## src/rtl/entry_arb_pkg.sv

```systemverilog
// Shared types and defaults for the two-requester entry arbiter.
// Holds state and side encodings plus the default sizing.
package entry_arb_pkg;

  localparam int DW_DEF      = 4;
  localparam int TIMEOUT_DEF = 8;
  localparam int TW_DEF      = 4;

  typedef enum logic [1:0] {
    S_IDLE   = 2'd0,
    S_WAIT   = 2'd1,
    S_COMMIT = 2'd2
  } state_t;

  typedef enum logic {
    SIDE_L = 1'b0,
    SIDE_R = 1'b1
  } side_t;

  function automatic side_t other_side(input side_t s);
    return (s == SIDE_L) ? SIDE_R : SIDE_L;
  endfunction

endpackage

```

## src/rtl/entry_arbiter_if.sv

```systemverilog
// Requester-facing and shared-datapath signals of the entry arbiter.
// The arbiter uses the slave modport; the requesters use master.
interface entry_arbiter_if #(
  parameter int DW = 4
);

  logic          req_l;
  logic          req_r;
  logic [DW-1:0] din_l;
  logic [DW-1:0] din_r;
  logic          confirm_l;
  logic          confirm_r;
  logic          grant_l;
  logic          grant_r;
  logic          sys_req;
  logic [DW-1:0] sys_din;
  logic          sys_confirm;
  logic [DW-1:0] dout_left;
  logic [DW-1:0] dout_right;
  logic          busy;
  logic          timeout_err;

  modport master (
    output req_l, req_r, din_l, din_r, confirm_l, confirm_r,
    input  grant_l, grant_r, sys_req, sys_din, sys_confirm,
           dout_left, dout_right, busy, timeout_err
  );

  modport slave (
    input  req_l, req_r, din_l, din_r, confirm_l, confirm_r,
    output grant_l, grant_r, sys_req, sys_din, sys_confirm,
           dout_left, dout_right, busy, timeout_err
  );

endinterface

```

## src/rtl/rr_pick2.sv

```systemverilog
// Combinational two-way round-robin selector.
// A lone request always wins; a tie goes to the side named by ptr.
module rr_pick2
  import entry_arb_pkg::*;
(
  input  logic  req_l,
  input  logic  req_r,
  input  side_t ptr,
  output logic  valid,
  output side_t side
);

  always_comb begin
    // NOTE: defaults first so every path assigns every output; no latches.
    valid = req_l | req_r;
    side  = ptr;
    if (req_l && !req_r) begin
      side = SIDE_L;
    end else if (req_r && !req_l) begin
      side = SIDE_R;
    end
  end

endmodule

```

## src/rtl/entry_arbiter.sv

```systemverilog
// Two-requester arbiter/sequencer for the shared entry datapath:
// grants one side at a time, forwards its req/din/confirm, commits its value.
module entry_arbiter
  import entry_arb_pkg::*;
#(
  parameter int DW      = DW_DEF,
  parameter int TIMEOUT = TIMEOUT_DEF,
  parameter int TW      = TW_DEF
) (
  input  logic          clk,
  input  logic          rst,
  entry_arbiter_if.slave bus
);

  state_t        state_q, state_d;
  side_t         side_q, side_d;
  side_t         ptr_q, ptr_d;
  logic [TW-1:0] timer_q, timer_d;
  logic          tmo_q, tmo_d;
  logic          commit_l, commit_r;
  logic [DW-1:0] dout_l_q, dout_r_q;
  logic          pick_valid;
  side_t         pick_side;
  logic          req_g, confirm_g;
  logic [DW-1:0] din_g;
  logic          busy;

  rr_pick2 u_pick (
    .req_l (bus.req_l),
    .req_r (bus.req_r),
    .ptr   (ptr_q),
    .valid (pick_valid),
    .side  (pick_side)
  );

  // Everything the granted side presents is muxed off the registered grant.
  assign req_g     = (side_q == SIDE_L) ? bus.req_l     : bus.req_r;
  assign confirm_g = (side_q == SIDE_L) ? bus.confirm_l : bus.confirm_r;
  assign din_g     = (side_q == SIDE_L) ? bus.din_l     : bus.din_r;

  always_comb begin
    state_d  = state_q;
    side_d   = side_q;
    ptr_d    = ptr_q;
    timer_d  = timer_q;
    tmo_d    = 1'b0;
    commit_l = 1'b0;
    commit_r = 1'b0;
    case (state_q)
      S_IDLE: begin
        if (pick_valid) begin
          state_d = S_WAIT;
          side_d  = pick_side;
          timer_d = '0;
        end
      end
      S_WAIT: begin
        // Abort beats confirm, and confirm beats the timeout.
        if (!req_g) begin
          state_d = S_IDLE;
        end else if (confirm_g) begin
          state_d  = S_COMMIT;
          commit_l = (side_q == SIDE_L);
          commit_r = (side_q == SIDE_R);
        end else if (timer_q == TW'(TIMEOUT - 1)) begin
          state_d = S_IDLE;
          tmo_d   = 1'b1;
          ptr_d   = other_side(side_q);
        end else begin
          timer_d = timer_q + TW'(1);
        end
      end
      S_COMMIT: begin
        state_d = S_IDLE;
        ptr_d   = other_side(side_q);
      end
      default: begin
        state_d = S_IDLE;
      end
    endcase
  end

  always_ff @(posedge clk) begin
    // NOTE: non-blocking for all state so every register sees pre-edge values.
    if (rst) begin
      state_q  <= S_IDLE;
      side_q   <= SIDE_L;
      ptr_q    <= SIDE_L;
      timer_q  <= '0;
      tmo_q    <= 1'b0;
      dout_l_q <= '0;
      dout_r_q <= '0;
    end else begin
      state_q <= state_d;
      side_q  <= side_d;
      ptr_q   <= ptr_d;
      timer_q <= timer_d;
      tmo_q   <= tmo_d;
      if (commit_l) dout_l_q <= bus.din_l;
      if (commit_r) dout_r_q <= bus.din_r;
    end
  end

  assign busy            = (state_q != S_IDLE);
  assign bus.busy        = busy;
  assign bus.grant_l     = busy && (side_q == SIDE_L);
  assign bus.grant_r     = busy && (side_q == SIDE_R);
  assign bus.sys_req     = busy;
  assign bus.sys_din     = busy ? din_g : '0;
  assign bus.sys_confirm = (state_q == S_COMMIT);
  assign bus.dout_left   = dout_l_q;
  assign bus.dout_right  = dout_r_q;
  assign bus.timeout_err = tmo_q;

endmodule

```

## src/flat_wrapper.sv

```systemverilog
// flat-port wrapper written by rule: the top's interface ports become plain ports
module entry_arbiter_flat import entry_arb_pkg::*;
#(
  parameter int DW      = DW_DEF,
  parameter int TIMEOUT = TIMEOUT_DEF,
  parameter int TW      = TW_DEF
)
  (clk, rst, bus_req_l, bus_req_r, bus_din_l, bus_din_r, bus_confirm_l, bus_confirm_r, bus_grant_l, bus_grant_r, bus_sys_req, bus_sys_din, bus_sys_confirm, bus_dout_left, bus_dout_right, bus_busy, bus_timeout_err);
  entry_arbiter_if #(.DW(DW)) bus_i ();
  input  logic clk;
  input  logic rst;
  input wire logic [$bits(bus_i.req_l)-1:0] bus_req_l;
  input wire logic [$bits(bus_i.req_r)-1:0] bus_req_r;
  input wire logic [$bits(bus_i.din_l)-1:0] bus_din_l;
  input wire logic [$bits(bus_i.din_r)-1:0] bus_din_r;
  input wire logic [$bits(bus_i.confirm_l)-1:0] bus_confirm_l;
  input wire logic [$bits(bus_i.confirm_r)-1:0] bus_confirm_r;
  output wire logic [$bits(bus_i.grant_l)-1:0] bus_grant_l;
  output wire logic [$bits(bus_i.grant_r)-1:0] bus_grant_r;
  output wire logic [$bits(bus_i.sys_req)-1:0] bus_sys_req;
  output wire logic [$bits(bus_i.sys_din)-1:0] bus_sys_din;
  output wire logic [$bits(bus_i.sys_confirm)-1:0] bus_sys_confirm;
  output wire logic [$bits(bus_i.dout_left)-1:0] bus_dout_left;
  output wire logic [$bits(bus_i.dout_right)-1:0] bus_dout_right;
  output wire logic [$bits(bus_i.busy)-1:0] bus_busy;
  output wire logic [$bits(bus_i.timeout_err)-1:0] bus_timeout_err;
  assign bus_i.req_l = bus_req_l;
  assign bus_i.req_r = bus_req_r;
  assign bus_i.din_l = bus_din_l;
  assign bus_i.din_r = bus_din_r;
  assign bus_i.confirm_l = bus_confirm_l;
  assign bus_i.confirm_r = bus_confirm_r;
  assign bus_grant_l = bus_i.grant_l;
  assign bus_grant_r = bus_i.grant_r;
  assign bus_sys_req = bus_i.sys_req;
  assign bus_sys_din = bus_i.sys_din;
  assign bus_sys_confirm = bus_i.sys_confirm;
  assign bus_dout_left = bus_i.dout_left;
  assign bus_dout_right = bus_i.dout_right;
  assign bus_busy = bus_i.busy;
  assign bus_timeout_err = bus_i.timeout_err;
  entry_arbiter #(.DW(DW), .TIMEOUT(TIMEOUT), .TW(TW)) u_core (.clk(clk), .rst(rst), .bus(bus_i));
endmodule
```

## config.mk

```make
export PLATFORM = sky130hd
export DESIGN_NAME = entry_arbiter_flat
export DESIGN_NICKNAME = d
export VERILOG_FILES = /design/src/rtl/entry_arb_pkg.sv /design/src/rtl/entry_arbiter_if.sv /design/src/rtl/rr_pick2.sv /design/src/rtl/entry_arbiter.sv /design/src/flat_wrapper.sv
export SDC_FILE = /design/constraint.sdc
export NUM_CORES = 1
export LEC_CHECK = 0
export CORE_ASPECT_RATIO = 1.1
export CORE_MARGIN = 2
export CORE_UTILIZATION = 45
export CTS_BUF_LIST = sky130_fd_sc_hd__clkbuf_4 sky130_fd_sc_hd__clkbuf_8 sky130_fd_sc_hd__clkbuf_16
export DETAILED_ROUTE_END_ITERATION = 10
export MAX_ROUTING_LAYER = met4
export PLACE_DENSITY = 0.92
export RECOVER_POWER = 100
export SYNTH_ARGS = -nofsm -noshare
export SYNTH_HDL_FRONTEND = slang
export SYNTH_SLANG_ARGS = --single-unit
export TNS_END_PERCENT = 100
```

## constraint.sdc

```tcl
create_clock -name clk -period 3.38 [get_ports clk]
set_input_delay 0.507 -clock clk [delete_from_list [all_inputs] [get_ports clk]]
set_output_delay 0.507 -clock clk [all_outputs]
set_load 0.02 [all_outputs]
```

-- Word level (Yosys, flattened, before mapping)
Cells that the tools add are included.
- add/subtract/negate cells: 1
- eq/ne operators: 9
- muxes and demuxes: 28
- bitwise gates (word level): 4
- reduce and logical (&&, ||, !) cells: 15
- operator list (operator ; count):
    $mux 4 ; 6
    $mux 1 ; 15
    $mux 2 ; 4
    $pmux 4 s2 ; 1
    $ne 2x1->1 const B ; 3
    $reduce_bool 2->1 ; 3
    $reduce_and 5->1 ; 1
    $add 4x1->4 const B ; 1
    $eq 4x3->1 const B ; 1
    $logic_and 1x1->1 ; 4
    $ne 2x2->1 const B ; 2
    $ne 4x4->1 const B ; 1
    $pmux 2 s2 ; 1
    $reduce_and 2->1 ; 2
    $reduce_and 4->1 ; 1
    $reduce_or 4->1 ; 1
    $not 1->1 ; 3
    $eq 2x1->1 const B ; 1
    $eq 2x2->1 const B ; 1
    $logic_not 1->1 ; 2
    $logic_not 2->1 ; 1
    $pmux 1 s2 ; 1
    $or 1x1->1 ; 1
- register bits after elaboration: 17
- input port bits: 14
- output and inout port bits: 18
- word-level logic and storage cells: 64

-- Longest topological paths before layout
- depth in word-level cells: 5
- mapped depth: 5
- depth with buffers taken out: 5

-- Hierarchy
A second synthesis with hierarchy kept.
- cell total of the unflattened synthesis: 91
- area total of the unflattened synthesis: 819.5 µm²
- modules (own cells, without submodules) (module ; times used ; cells each ; area each (µm²) ; sequential area each (µm²)):
    entry_arbiter ; 1 ; 88 ; 798.3 ; 340.3
    rr_pick2 ; 1 ; 3 ; 21.3 ; 0.0

-- Worst setup path after synthesis
Ideal clock, no wire load.
- path type: in2reg
- from: input port bus_confirm_l
- to: register u_core.timer_q[3]
- setup time: 0.074 ns
- arrival: 1.724 ns
- data required time: 3.306 ns
- setup slack: 1.582 ns
- cell stages on the path: 4
- buffers on the path: 0
- cells stage by stage: or3b_1 -> a211o_1 -> or3_1 -> a31oi_1
- cells in the longest elaborated chain, start to end: 3
- ends and longest elaborated chain (element ; RTL line ; RTL):
    start: declaration ; flat_wrapper.sv:16 ; input wire logic [$bits(bus_i.confirm_l)-1:0] bus_confirm_l;
    $mux 1 ; entry_arbiter.sv:38 ; assign confirm_g = (side_q == SIDE_L) ? bus.confirm_l : bus.confirm_r;
    $ne 2x2->1 (no source line) ; - ;
    $reduce_and 5->1 (no source line) ; - ;
    end signal: assignment ; entry_arbiter.sv:97 ; timer_q <= timer_d;
    end: declaration ; entry_arbiter.sv:18 ; logic [TW-1:0] timer_q, timer_d;
Every way passes these cells.
A chain may end at the register's enable or synchronous reset.

-- Worst setup path after layout
- from: register u_core.side_q
- to: output port bus_sys_din[2]
- cells in the longest elaborated chain, start to end: 2
- ends and longest elaborated chain (element ; RTL line ; RTL):
    start: declaration ; entry_arbiter.sv:16 ; side_t side_q, side_d;
    start signal: assignment ; entry_arbiter.sv:95 ; side_q <= side_d;
    $mux 4 ; entry_arbiter.sv:39 ; assign din_g = (side_q == SIDE_L) ? bus.din_l : bus.din_r;
    $mux 4 ; entry_arbiter.sv:109 ; assign bus.sys_din = busy ? din_g : '0;
    end: declaration ; flat_wrapper.sv:21 ; output wire logic [$bits(bus_i.sys_din)-1:0] bus_sys_din;
Every way passes these cells.

==> PnR_summary.wiki <==
{| class="wikitable"
! Metric !! Value
|-
| Post CTS Setup Buffer Count || 0
|-
| Buffers added on ports || 31
|-
| Later-pin clock latency in the skew report || approximately 0.29 ns
|-
| Final cell count without fillers || roughly 140
|-
| Fraction of layout instances using a drive strength above 1 || approximately 4%
|-
| Horizontal die dimension || 44.7 um
|-
| Post-DR vias/cell || approximately 5.5
|-
| Post-route ant nets || 0
|-
| Synth unique cells || 25
|-
| Area of the placeable core || approximately 1700 um2
|-
| Unrepaired setup endpoints after global routing || no
|-
| Placed cell count || around 140
|-
| Weighted congestion at the end of routability-driven global placement || 0.734
|-
| Total inserted antenna cells || 0
|-
| Post-Syn Area || ~820 um2
|-
| Initial antenna violation count || 0
|-
| Worst R2R End || u_core.timer_q[3]
|-
| Total Negative Setup Slacks || 0 ns
|-
| Final net count || roughly 140
|-
| Hold violation total from the final report || 0
|-
| Final Cycle Share || approximately 73%
|-
| Hold buffers post-CTS || 0
|-
| Pre-CTS worst setup slack || between 0.8 and 0.9 ns
|-
| CTS tree || built
|-
| Max_cap viols || 0
|-
| Biggest fanout along the worst timing path || 14
|-
| Total half-perimeter wirelength after legalization and detailed placement || about 1400 um
|-
| Worst vdd rail ir drop || ~0.00022 V
|-
| Worst-case clock buffer depth || 2
|-
| Count of pins on the block boundary || 32
|-
| Sequential fraction of the synthesis area || roughly 42%
|-
| Fin Hold WS || slightly below 0.5 ns
|-
| Hold WC Path Type || reg -> reg
|-
| Setup crit end || bus_sys_din[2]
|-
| Utilization after layout || between 60% and 70%
|-
| Clk sinks || 17
|-
| Combined global-route utilization of all metal layers || just under 20%
|-
| Post-Synthesis Cells || 92
|-
| Max Freq || roughly 0.41 GHz
|-
| Overall routed net length || between 1500 and 2000 um
|-
| Clock transition at the registers of the reported paths || about 0.10 ns
|-
| Clock skew after layout || ~0.0043 ns
|-
| Data arrival time of the critical path || ~2.0 ns
|-
| Filler Cells Inserted || around 140
|-
| Async set-or-reset flop fraction in the synthesized netlist || 0%
|-
| Synth warn || 0
|-
| Mean post-synth cell area || ~8.9 um2
|-
| CTS Root Buffer Type || sky130_fd_sc_hd__clkbuf_4
|-
| Remaining design rule violation count || 0
|-
| Area added between synthesis and finish || 42.0%
|-
| Largest cells by area after synthesis || sky130_fd_sc_hd__dfxtp_1 42%, sky130_fd_sc_hd__mux2i_1 17%, sky130_fd_sc_hd__nor2_1 8.7%
|-
| CTS H-Tree Depth || 1
|-
| Number of buffers added by the clock tree synthesis step || 3
|-
| Pin count of the biggest net entering global routing || 19
|-
| Worst setup EP type || output pin
|-
| Starting DRC count in detailed routing || 19
|-
| R2r setup slk || approximately 1.4 ns
|-
| Post-Synthesis Net Count || ~110
|-
| Power Dens Cells || ~360 nW/um2
|-
| Startpoint of the worst-slack reg-to-reg timing path || u_core.side_q
|-
| Reg2Reg Depth || 4
|-
| Wire length of the first global-routing pass || about 3100 um
|-
| Crit Path Class || reg -> out
|-
| Drt first pass iters || 4
|-
| Number of enable-type register cells in the synthesized netlist || 0
|-
| Final instance area || 1160 um2
|-
| Post-synthesis register bit count || 17
|-
| Number of pins exceeding their max-slew limit in the final report || 0
|-
| Launch point of the worst path || u_core.side_q
|-
| Initial standard-cell utilization of the core || ~47%
|-
| Top cell type's share of synthesized area || 41.5%
|-
| Flip-flop cell with the highest count after synthesis || sky130_fd_sc_hd__dfxtp_1
|-
| Post-synth top area cell || sky130_fd_sc_hd__dfxtp_1
|-
| Required time at the worst-slack endpoint || ~2.9 ns
|-
| Number of global-route vias before repair || 735
|-
| Setup crit start kind || flop
|-
| Floorplan die height || 48.8 um
|-
| Post-CTS Resized || 0
|-
| Grt ovf || 0
|-
| Overall power consumption || ~410 uW
|-
| Run status || complete, no violations
|-
| Final setup vio count || 0
|-
| DP Area || between 1000 and 1500 um2
|-
| Die footprint || about 2200 um2
|-
| Cell Rows || 16
|-
| Static leakage power || 0.527 nW
|-
| Number of instances on the worst hold path || 2
|-
| Via Count || 777
|-
| Worst slew pin tran || between 0.6 and 0.7 ns
|-
| Crit path setup slack, layout || 0.921 ns
|-
| Minimum clock period after layout || 2.46 ns
|-
| Wire length per cell || roughly 13 um
|-
| Worst max-slew margin expressed relative to the limit || 57.2%
|}
## worst min-delay path by stage
stage | from | endpoint | slack, ns
2_1_floorplan | u_core.timer_q[1] | u_core.timer_q[1] | 0.46
6_report | u_core.timer_q[1] | u_core.timer_q[1] | 0.49
5_1_grt | u_core.timer_q[1] | u_core.timer_q[1] | 0.52
3_5_place_dp | u_core.timer_q[1] | u_core.timer_q[1] | 0.48
3_3_place_gp | u_core.bus.dout_left[0] | u_core.bus.dout_left[0] | 0.47
4_1_cts | u_core.timer_q[1] | u_core.timer_q[1] | 0.50
## final cells by class
cell class / instances / area (um2) / area share (%)
Tap cell: 18 / 22.5 / 1.94
Timing Repair Buffer: 31 / 310 / 26.7
Inverter: 1 / 3.75 / 0.323
Clock buffer: 4 / 30.0 / 2.58
Multi-Input combinational cell: 70 / 457 / 39.2
Sequential cell: 17 / 340 / 29.2
## worst max-delay path, stage by stage, from the launching register on
cell                            delay, ns
sky130_fd_sc_hd__dfxtp_1             0.67
sky130_fd_sc_hd__mux2i_1             0.27
sky130_fd_sc_hd__nor2_1              0.05
sky130_fd_sc_hd__dlygate4sd3_1       0.67
## routing by layer
metal  global-route usage [%]  vias up  part of all wire (%)
met5                        -        -                     0
met4                     12.1        0                   2.5
met3                     3.36        4                   5.4
met2                     28.0       34                    45
met1                     25.5      353                    47
li1                         -      386                     -
## sequential cells by signal (all words and copies together), names as in the netlist
register                cells
u_core.bus.dout_left        4
u_core.bus.timeout_err      1
u_core.timer_q              4
u_core.side_q               1
u_core.state_q              2
u_core.ptr_q                1
u_core.bus.dout_right       4
## Yosys cell counts, types with 2 or more instances
master and count:
sky130_fd_sc_hd__nand4b_1 2, sky130_fd_sc_hd__clkbuf_1 3, sky130_fd_sc_hd__nor2b_1 4, sky130_fd_sc_hd__nand3_1 5, sky130_fd_sc_hd__nand2b_1 3, sky130_fd_sc_hd__nand3b_1 3, sky130_fd_sc_hd__nor2_1 19, sky130_fd_sc_hd__dfxtp_1 17
sky130_fd_sc_hd__a21oi_1 3, sky130_fd_sc_hd__mux2i_1 14, sky130_fd_sc_hd__a31oi_1 3, sky130_fd_sc_hd__nand2_1 3
## cell families (layout without fill, tap and decap cells)
group / after synthesis / in the layout / synth area share, %
and+or+nand+nor: 43 / 43 / 27.0
muxes: 15 / 15 / 18.5
DFF: 17 / 17 / 41.5
adders and majority gates: 1 / 1 / 1.53
AOI/OAI and AO/OA: 11 / 11 / 8.70
buffers and inverters: 5 / 36 / 2.75
## report_power, final
group | internal [mW] | total [mW] | switching [mW]
Combinational | 0.0404 | 0.0854 | 0.0450
Sequential | 0.205 | 0.211 | 0.00618
Clock | 0.0539 | 0.117 | 0.0629
## placed cells by master (no fill, tap or decap), drive strengths merged
master,n
nand3,5
clkdlybuf4s50,11
dlygate4sd3,20
a211o,1
o31ai,1
a21oi,3
clkbuf,4
mux2i,14
and3b,1
or3,1
nand3b,3
or3b,1
mux2,1
nand2,3
nand4,1
nand2b,3
o21ai,1
nand4b,2
a21o,1
ha,1
a32oi,1
a31oi,3
dfxtp,17
nor2,19
nor2b,4
inv,1
Power figures use the tool's default switching activity.
